### config.mk
export PLATFORM = sky130hd
export DESIGN_NAME = bram_xfer_sequencer
export DESIGN_NICKNAME = d
export VERILOG_FILES = /design/src/rtl/bram_xfer_sequencer.sv
export SDC_FILE = /design/constraint.sdc
export NUM_CORES = 1
export LEC_CHECK = 0
export ABC_AREA = 1
export CORE_AREA = 2 2 93 104
export DETAILED_ROUTE_END_ITERATION = 8
export DIE_AREA = 0 0 95 106
export PLACE_DENSITY_LB_ADDON = 0.1
export SETUP_SLACK_MARGIN = 0.02
export SLEW_MARGIN = 20
export SYNTH_ARGS = -nofsm -noshare
export SYNTH_HDL_FRONTEND = slang
export SYNTH_SLANG_ARGS = --single-unit
### constraint.sdc
create_clock -name aclk -period 3.05 [get_ports aclk]
set_input_delay 0.61 -clock aclk [delete_from_list [all_inputs] [get_ports aclk]]
set_output_delay 0.61 -clock aclk [all_outputs]
set_load 0.05 [all_outputs]
### src/rtl/bram_xfer_sequencer.sv
// Bank-range sequencer driving the BRAM write/read address counters, demux and mux.
// Define SEQ_ADDR_STRIDE_EN to offset each successive bank's start address by the word count.
module bram_xfer_sequencer #(
    parameter int WR_BANKS = 32,
    parameter int RD_BANKS = 16,
    parameter int ADDR_W   = 16,
    parameter int INSTR_W  = 8,
    parameter logic [INSTR_W-1:0] OP_WRITE = 'h01,
    parameter logic [INSTR_W-1:0] OP_READ  = 'h02,
    localparam int WR_SEL_W = $clog2(WR_BANKS),
    localparam int RD_SEL_W = $clog2(RD_BANKS)
) (
    input  logic                aclk,
    input  logic                aresetn,
    input  logic                instr_valid,
    output logic                instr_ready,
    input  logic [INSTR_W-1:0]  instr_code,
    input  logic [WR_SEL_W-1:0] wr_bank_start,
    input  logic [WR_SEL_W-1:0] wr_bank_end,
    input  logic [ADDR_W-1:0]   wr_addr_start,
    input  logic [ADDR_W-1:0]   wr_addr_count,
    input  logic [RD_SEL_W-1:0] rd_bank_start,
    input  logic [RD_SEL_W-1:0] rd_bank_end,
    input  logic [ADDR_W-1:0]   rd_addr_start,
    input  logic [ADDR_W-1:0]   rd_addr_count,
    input  logic                abort,
    input  logic                bram_wr_enable,
    input  logic                wr_counter_done,
    input  logic                rd_counter_done,
    output logic                wr_counter_start,
    output logic                wr_counter_enable,
    output logic [ADDR_W-1:0]   wr_start_addr,
    output logic [ADDR_W-1:0]   wr_count_limit,
    output logic                rd_counter_start,
    output logic                rd_counter_enable,
    output logic [ADDR_W-1:0]   rd_start_addr,
    output logic [ADDR_W-1:0]   rd_count_limit,
    output logic [WR_SEL_W-1:0] demux_sel,
    output logic [RD_SEL_W-1:0] mux_sel,
    output logic                bram_rd_enable,
    output logic                busy,
    output logic                done,
    output logic                err
);

    typedef enum logic [2:0] {
        IDLE, WR_SETUP, WR_WAIT, RD_SETUP, RD_WAIT, DONE, ERR
    } state_t;

    state_t              state_q, state_d;
    logic [WR_SEL_W-1:0] wr_idx_q, wr_idx_d, wr_end_q, wr_end_d;
    logic [RD_SEL_W-1:0] rd_idx_q, rd_idx_d, rd_end_q, rd_end_d;
    logic [ADDR_W-1:0]   addr_q, addr_d, count_q, count_d;
    logic                wr_bad, rd_bad;

    assign wr_bad = (wr_bank_start > wr_bank_end) || (int'(wr_bank_end) >= WR_BANKS)
                    || (wr_addr_count == '0);
    assign rd_bad = (rd_bank_start > rd_bank_end) || (int'(rd_bank_end) >= RD_BANKS)
                    || (rd_addr_count == '0);

    // Only one direction runs at a time, so base and count share one latch pair.
    always_comb begin
        state_d  = state_q;
        wr_idx_d = wr_idx_q;
        wr_end_d = wr_end_q;
        rd_idx_d = rd_idx_q;
        rd_end_d = rd_end_q;
        addr_d   = addr_q;
        count_d  = count_q;
        case (state_q)
            IDLE: begin
                if (instr_valid) begin
                    if (instr_code == OP_WRITE) begin
                        wr_idx_d = wr_bank_start;
                        wr_end_d = wr_bank_end;
                        addr_d   = wr_addr_start;
                        count_d  = wr_addr_count;
                        state_d  = wr_bad ? ERR : WR_SETUP;
                    end else if (instr_code == OP_READ) begin
                        rd_idx_d = rd_bank_start;
                        rd_end_d = rd_bank_end;
                        addr_d   = rd_addr_start;
                        count_d  = rd_addr_count;
                        state_d  = rd_bad ? ERR : RD_SETUP;
                    end else begin
                        state_d = ERR;
                    end
                end
            end
            WR_SETUP: state_d = WR_WAIT;
            WR_WAIT: begin
                if (wr_counter_done) begin
                    if (wr_idx_q < wr_end_q) begin
                        wr_idx_d = wr_idx_q + WR_SEL_W'(1);
`ifdef SEQ_ADDR_STRIDE_EN
                        addr_d   = addr_q + count_q;
`endif
                        state_d  = WR_SETUP;
                    end else begin
                        state_d = DONE;
                    end
                end
            end
            RD_SETUP: state_d = RD_WAIT;
            RD_WAIT: begin
                if (rd_counter_done) begin
                    if (rd_idx_q < rd_end_q) begin
                        rd_idx_d = rd_idx_q + RD_SEL_W'(1);
`ifdef SEQ_ADDR_STRIDE_EN
                        addr_d   = addr_q + count_q;
`endif
                        state_d  = RD_SETUP;
                    end else begin
                        state_d = DONE;
                    end
                end
            end
            DONE:    state_d = IDLE;
            ERR:     state_d = IDLE;
            default: state_d = IDLE;
        endcase
        if (abort && (state_q != IDLE)) state_d = IDLE;
    end

    always_ff @(posedge aclk) begin
        if (!aresetn) begin
            state_q  <= IDLE;
            wr_idx_q <= '0;
            wr_end_q <= '0;
            rd_idx_q <= '0;
            rd_end_q <= '0;
            addr_q   <= '0;
            count_q  <= '0;
        end else begin
            state_q  <= state_d;
            wr_idx_q <= wr_idx_d;
            wr_end_q <= wr_end_d;
            rd_idx_q <= rd_idx_d;
            rd_end_q <= rd_end_d;
            addr_q   <= addr_d;
            count_q  <= count_d;
        end
    end

    assign instr_ready       = (state_q == IDLE);
    assign busy              = (state_q != IDLE);
    assign done              = (state_q == DONE);
    assign err               = (state_q == ERR);
    assign wr_counter_start  = (state_q == WR_SETUP);
    assign wr_start_addr     = (state_q == WR_SETUP) ? addr_q : '0;
    assign wr_count_limit    = (state_q == WR_SETUP) ? count_q : '0;
    assign wr_counter_enable = (state_q == WR_WAIT) && bram_wr_enable;
    assign demux_sel         = (state_q == WR_SETUP || state_q == WR_WAIT) ? wr_idx_q : '0;
    assign rd_counter_start  = (state_q == RD_SETUP);
    assign rd_start_addr     = (state_q == RD_SETUP) ? addr_q : '0;
    assign rd_count_limit    = (state_q == RD_SETUP) ? count_q : '0;
    assign rd_counter_enable = (state_q == RD_WAIT);
    assign bram_rd_enable    = (state_q == RD_WAIT);
    assign mux_sel           = (state_q == RD_SETUP || state_q == RD_WAIT) ? rd_idx_q : '0;

endmodule

# == Yosys cells after proc, flatten, opt, wreduce, memory -nomap -nowiden ==
# Cells that the tools add are included.
# word_totals
register_bits,53
out_inout_bits,82
word_cells,82
# classes
addsub,2
magnitude_cmp,4
eq_ne,16
mux,31
bitwise,2
n_reduce_logical,20
# op_table
operator,count
$mux 16,8
$logic_not 16->1,2
$mux 3,9
$mux 5,5
$mux 4,6
$pmux 3 s5,1
$ne 2x2->1 const B,5
$pmux 5 s2,1
$eq 3x3->1 const B,3
$reduce_and 3->1,3
$eq 8x1->1 const B,1
$eq 8x2->1 const B,1
$pmux 4 s2,1
$eq 3x2->1 const B,2
$ne 2x1->1 const B,3
$reduce_and 6->1,1
$reduce_bool 2->1,3
$add 5x1->5 const B,1
$gt 5x5->1,1
$lt 5x5->1,1
$reduce_and 5->1,1
$add 4x1->4 const B,1
$gt 4x4->1,1
$logic_or 1x1->1,4
8 further kinds,10

# == Logic depth before layout (Yosys ltp) ==
# logic_depth
word_depth,7
ltp_mapped,14
ltp_nobuf,14

# == Least setup slack after synthesis ==
# OpenSTA, ideal clock, no wires.
# synth_timing
path_type,register to output
from,register state_q[0]
to,output wr_count_limit[0]
t_arrival_ns,2.751
required_ns,2.440
slack_ns,-0.311
stages_incl_launch_ff,6
path_buffers,1
path_cell_list,dfxtp_1 inv_2 nor3_1 inv_2 clkbuf_1 nor2_1
# synth_via
elab_chain_cells,2
# synth_rtl
element,line_no,source
from (decl),50,"state_t state_q, state_d;"
from (signal assigned),135,state_q <= state_d;
$eq 3x1->1,n/a,
via wr_counter_start,30,"output logic wr_counter_start,"
$mux 16,151,assign wr_count_limit = (state_q == WR_SETUP) ? count_q : '0;
to (decl),33,"output logic [ADDR_W-1:0] wr_count_limit,"
# The timed path passes the listed nets, and every way through them passes these cells.

# == Final worst setup path ==
# layout_timing
from,register state_q[1]
to,output mux_sel[2]
# layout_via
elab_chain_cells,3
word_cells_on_any_way,4
classes_between,eq/ne: 2; mux: 1; reduce/logical: 1
# layout_rtl
element,line_no,source
$eq 3x2->1 or $eq 3x3->1 (tied branches),159,assign mux_sel = (state_q == RD_SETUP || state_q == RD_WAIT) ? rd_idx_q : '0;
$logic_or 1x1->1 (*),159,
$mux 4 (*),159,
to (decl),39,"output logic [RD_SEL_W-1:0] mux_sel,"
# Mark *: on every way between the ends. The rest lies on a longest branch, timed or not.

==> results.txt <==
status - completed
Layout area overhead - 57.2%
VDD IR max - 0.252 mV
critical-path cell list - inv_2, nor3_2, nor2_1, nor2_1, clkdlybuf4s50_1
mean post-synth cell area - 6.09 um2
initial antenna violation count - 0
most frequent cells in the layout - nand2_1, clkdlybuf4s50_1, nor2_1
Least-Margin Pin Slew - 616 ps
f_max - 365 MHz
commonest non-fill, non-tap cell in the layout - nand2_1
part of the power in the clock network - 20.5%
Yosys top cell by area - dfxtp_1
Leak - 2.87 nW
Gate power share - 45.5%
RSZ-0062 raised after global routing - no
WHS Path Cells - 2
largest net degree at the start of global routing - 41
Avg WL per Cell - 12.9 um
DRT Pass-1 Iters - 6
max-cap violations - 0
r2r worst-path depth - 8
setup TNS - 0 ps
clock latency on the worst-skew pair - 310 ps
Cell Rows - 37
GRT Total Usage - 21.3%
first-pass GRT wire length - 17400 um
sequential share of power - 34.0%
GP Congestion - 0.814
final wirelength - 11200 um
critical path's most frequent cell - nor2_1
Crit Path Class - register to output pin
Setup Skew - 6.14 ps
YS warnings - 0
PwrDens - 425 nW/um2
internal cell power - 1.39 mW
worst hold start - rd_end_q[1]$_SDFFE_PN0P_
area of the multi-input gates - 2030 um2
leading register cell type out of synthesis - dfxtp_1
drt first-iter violations - 192
crit path capture type - output pin
Max Slew Vio Count - 0
DRT antenna net count - 0
FF+latch count, synth - 53
switching share of power - 41.1%
nets - 865
Ant. Diodes - 0
Worst R2R End - addr_q[11]$_SDFFE_PN0P_
fill count - 893
Hold WS - 467 ps
clock-pin slew on the worst setup and hold paths - 100 ps
final instance area - 5570 um2
asr flop ratio synth - 0%
setup bufs post-CTS - 0
Syn Inst Count - 582
Post-synth EDFFs - 0
CTS Buf Count - 5
syn_nets - 697
die area - 10100 um2
total core area - 9120 um2
Initial Util - 38.9%
WP data required - 2440 ps
Tcrit/Tclk final - 89.7%
final hold violation count - 0
# IOs - 179
Die X - 95 um
crit path launch type - register
Mapped Area - 3550 um2
reg-to-reg setup timing slack - 1210 ps
number of global-route vias before repair - 3863
clock root buffer - clkbuf_8
top post-synthesis cells by area - dfxtp_1, nand2_1, nor2_1, inv_1, ha_1
Register Area - 1060 um2
max_slew headroom - 58.9%
CTS sink cnt - 53
HPWL after detailed placement - 8530 um
H-tree Lvls - 2
CTS tree - yes
switching power - 974 uW
Clock Path Buffers - 2
CP peak stage delay - 800 ps
area share of the largest cell type after synthesis - 29.9%
routed vias - 4204
layout cells sized above 1 - 9.59%
Buffers on Ports - 178
sequential area share after synthesis - 29.9%
DR DRC count - 0
Setup Viol. Count Final - 0
distinct cell type count after synthesis - 29
total grt overflow - 0
RR Startpoint - state_q[1]$_SDFFE_PP0P_
slowest CP cell - clkdlybuf4s50_1
die height - 106 um
placed cell areas - 5380 um2
Arr. time, crit path - 2130 ps
Critical Path Fanout Max - 4
min Tclk post-route - 2740 ps
worst hold endpoint - rd_end_q[1]$_SDFFE_PN0P_
DR vias/cell - 4.84
worst hold path class - register to register
==> logic make-up (layout without fill, tap and decap cells) <==
logic type	Yosys count	in the layout	synth area share, %
and+or+nand+nor	278	278	32.5
AOI/OAI and AO/OA	116	116	17.7
buffers and inverters	115	284	13.1
DFF	53	53	29.9
adders and majority gates	18	18	6.35
xor gates and xnor gates	2	2	0.494
==> flip-flops by register name, indices dropped and copies added (netlist names) <==
signal and flops:
addr_q 16, count_q 16, rd_end_q 4, rd_idx_q 4, state_q 3, wr_end_q 5
wr_idx_q 5
==> cell usage after synthesis (8+ instances only) <==
| master | instances |
|---|---|
| o21ai_1 | 32 |
| inv_2 | 8 |
| dfxtp_1 | 53 |
| a31oi_1 | 30 |
| nand2_1 | 139 |
| nand3_1 | 16 |
| a21oi_1 | 29 |
| clkbuf_1 | 13 |
| nor2_1 | 104 |
| o21ai_0 | 22 |
| inv_1 | 82 |
| ha_1 | 18 |
==> routing by layer <==
metal  global-route usage, %  part of all wire [%]  up-vias
li1                        -                     -     2190
met1                    26.5                    43     1882
met2                    38.1                    49      121
met3                    3.33                   6.1       11
met4                    5.07                   1.4        0
met5                       0                     0        -
==> what timing repair did <==
item	in CTS	in global routing
resized for setup	0	32
hold endpoints to repair	0	0
hold buffers	0	0
setup endpoints to repair	0	32
==> critical path: cells and delay by family, from the launching register on <==
kind                   cells  cell delay (ps)
and+or+nand+nor            3              450
DFF                        1              460
buffers and inverters      2              900
==> power groups by stage <==
| stage | combinational (mW) | sequential [mW] | clock (mW) |
|---|---|---|---|
| after floorplan | 0.728 | 0.807 | 0 |
| after global placement | 1.06 | 0.818 | 0 |
| after detailed placement | 1.08 | 0.821 | 0 |
| after CTS | 1.08 | 0.804 | 0.509 |
| after global routing | 1.19 | 0.813 | 0.525 |
| final | 1.08 | 0.806 | 0.487 |
==> worst max path at each step <==
stage	from	to	slack (ps)	depth (start not counted)
2_1_floorplan	state_q[1]$_SDFFE_PP0P_	rd_count_limit[10]	90	5
3_3_place_gp	bram_wr_enable	wr_counter_enable	450	4
3_5_place_dp	bram_wr_enable	wr_counter_enable	440	4
4_1_cts	state_q[0]$_SDFFE_PP0P_	wr_start_addr[9]	80	5
5_1_grt	state_q[1]$_SDFFE_PP0P_	mux_sel[2]	160	5
6_report	state_q[1]$_SDFFE_PP0P_	mux_sel[2]	310	5
==> per-stage QoR <==
stage | total power, mW | util [%] | worst slack, ps | cells
2_1_floorplan | 1.53 | - | 87.8 | 582
3_3_place_gp | 1.88 | 59.0 | 449 | 860
3_5_place_dp | 1.90 | 59.0 | 437 | 860
4_1_cts | 2.40 | 60.2 | 80.9 | 868
5_1_grt | 2.53 | 61.1 | 158 | 868
6_report | 2.37 | 61.1 | 314 | 868
==> layout make-up <==
class                      count  area share (%)
sequential                    53            19.0
timing repair buffer         186            33.9
clock buffer                   6            1.30
tap                          117            2.63
clock inverter                 2           0.696
inverter                      90            6.06
multi-input combinational    414            36.3
Power figures use the tool's default switching activity.
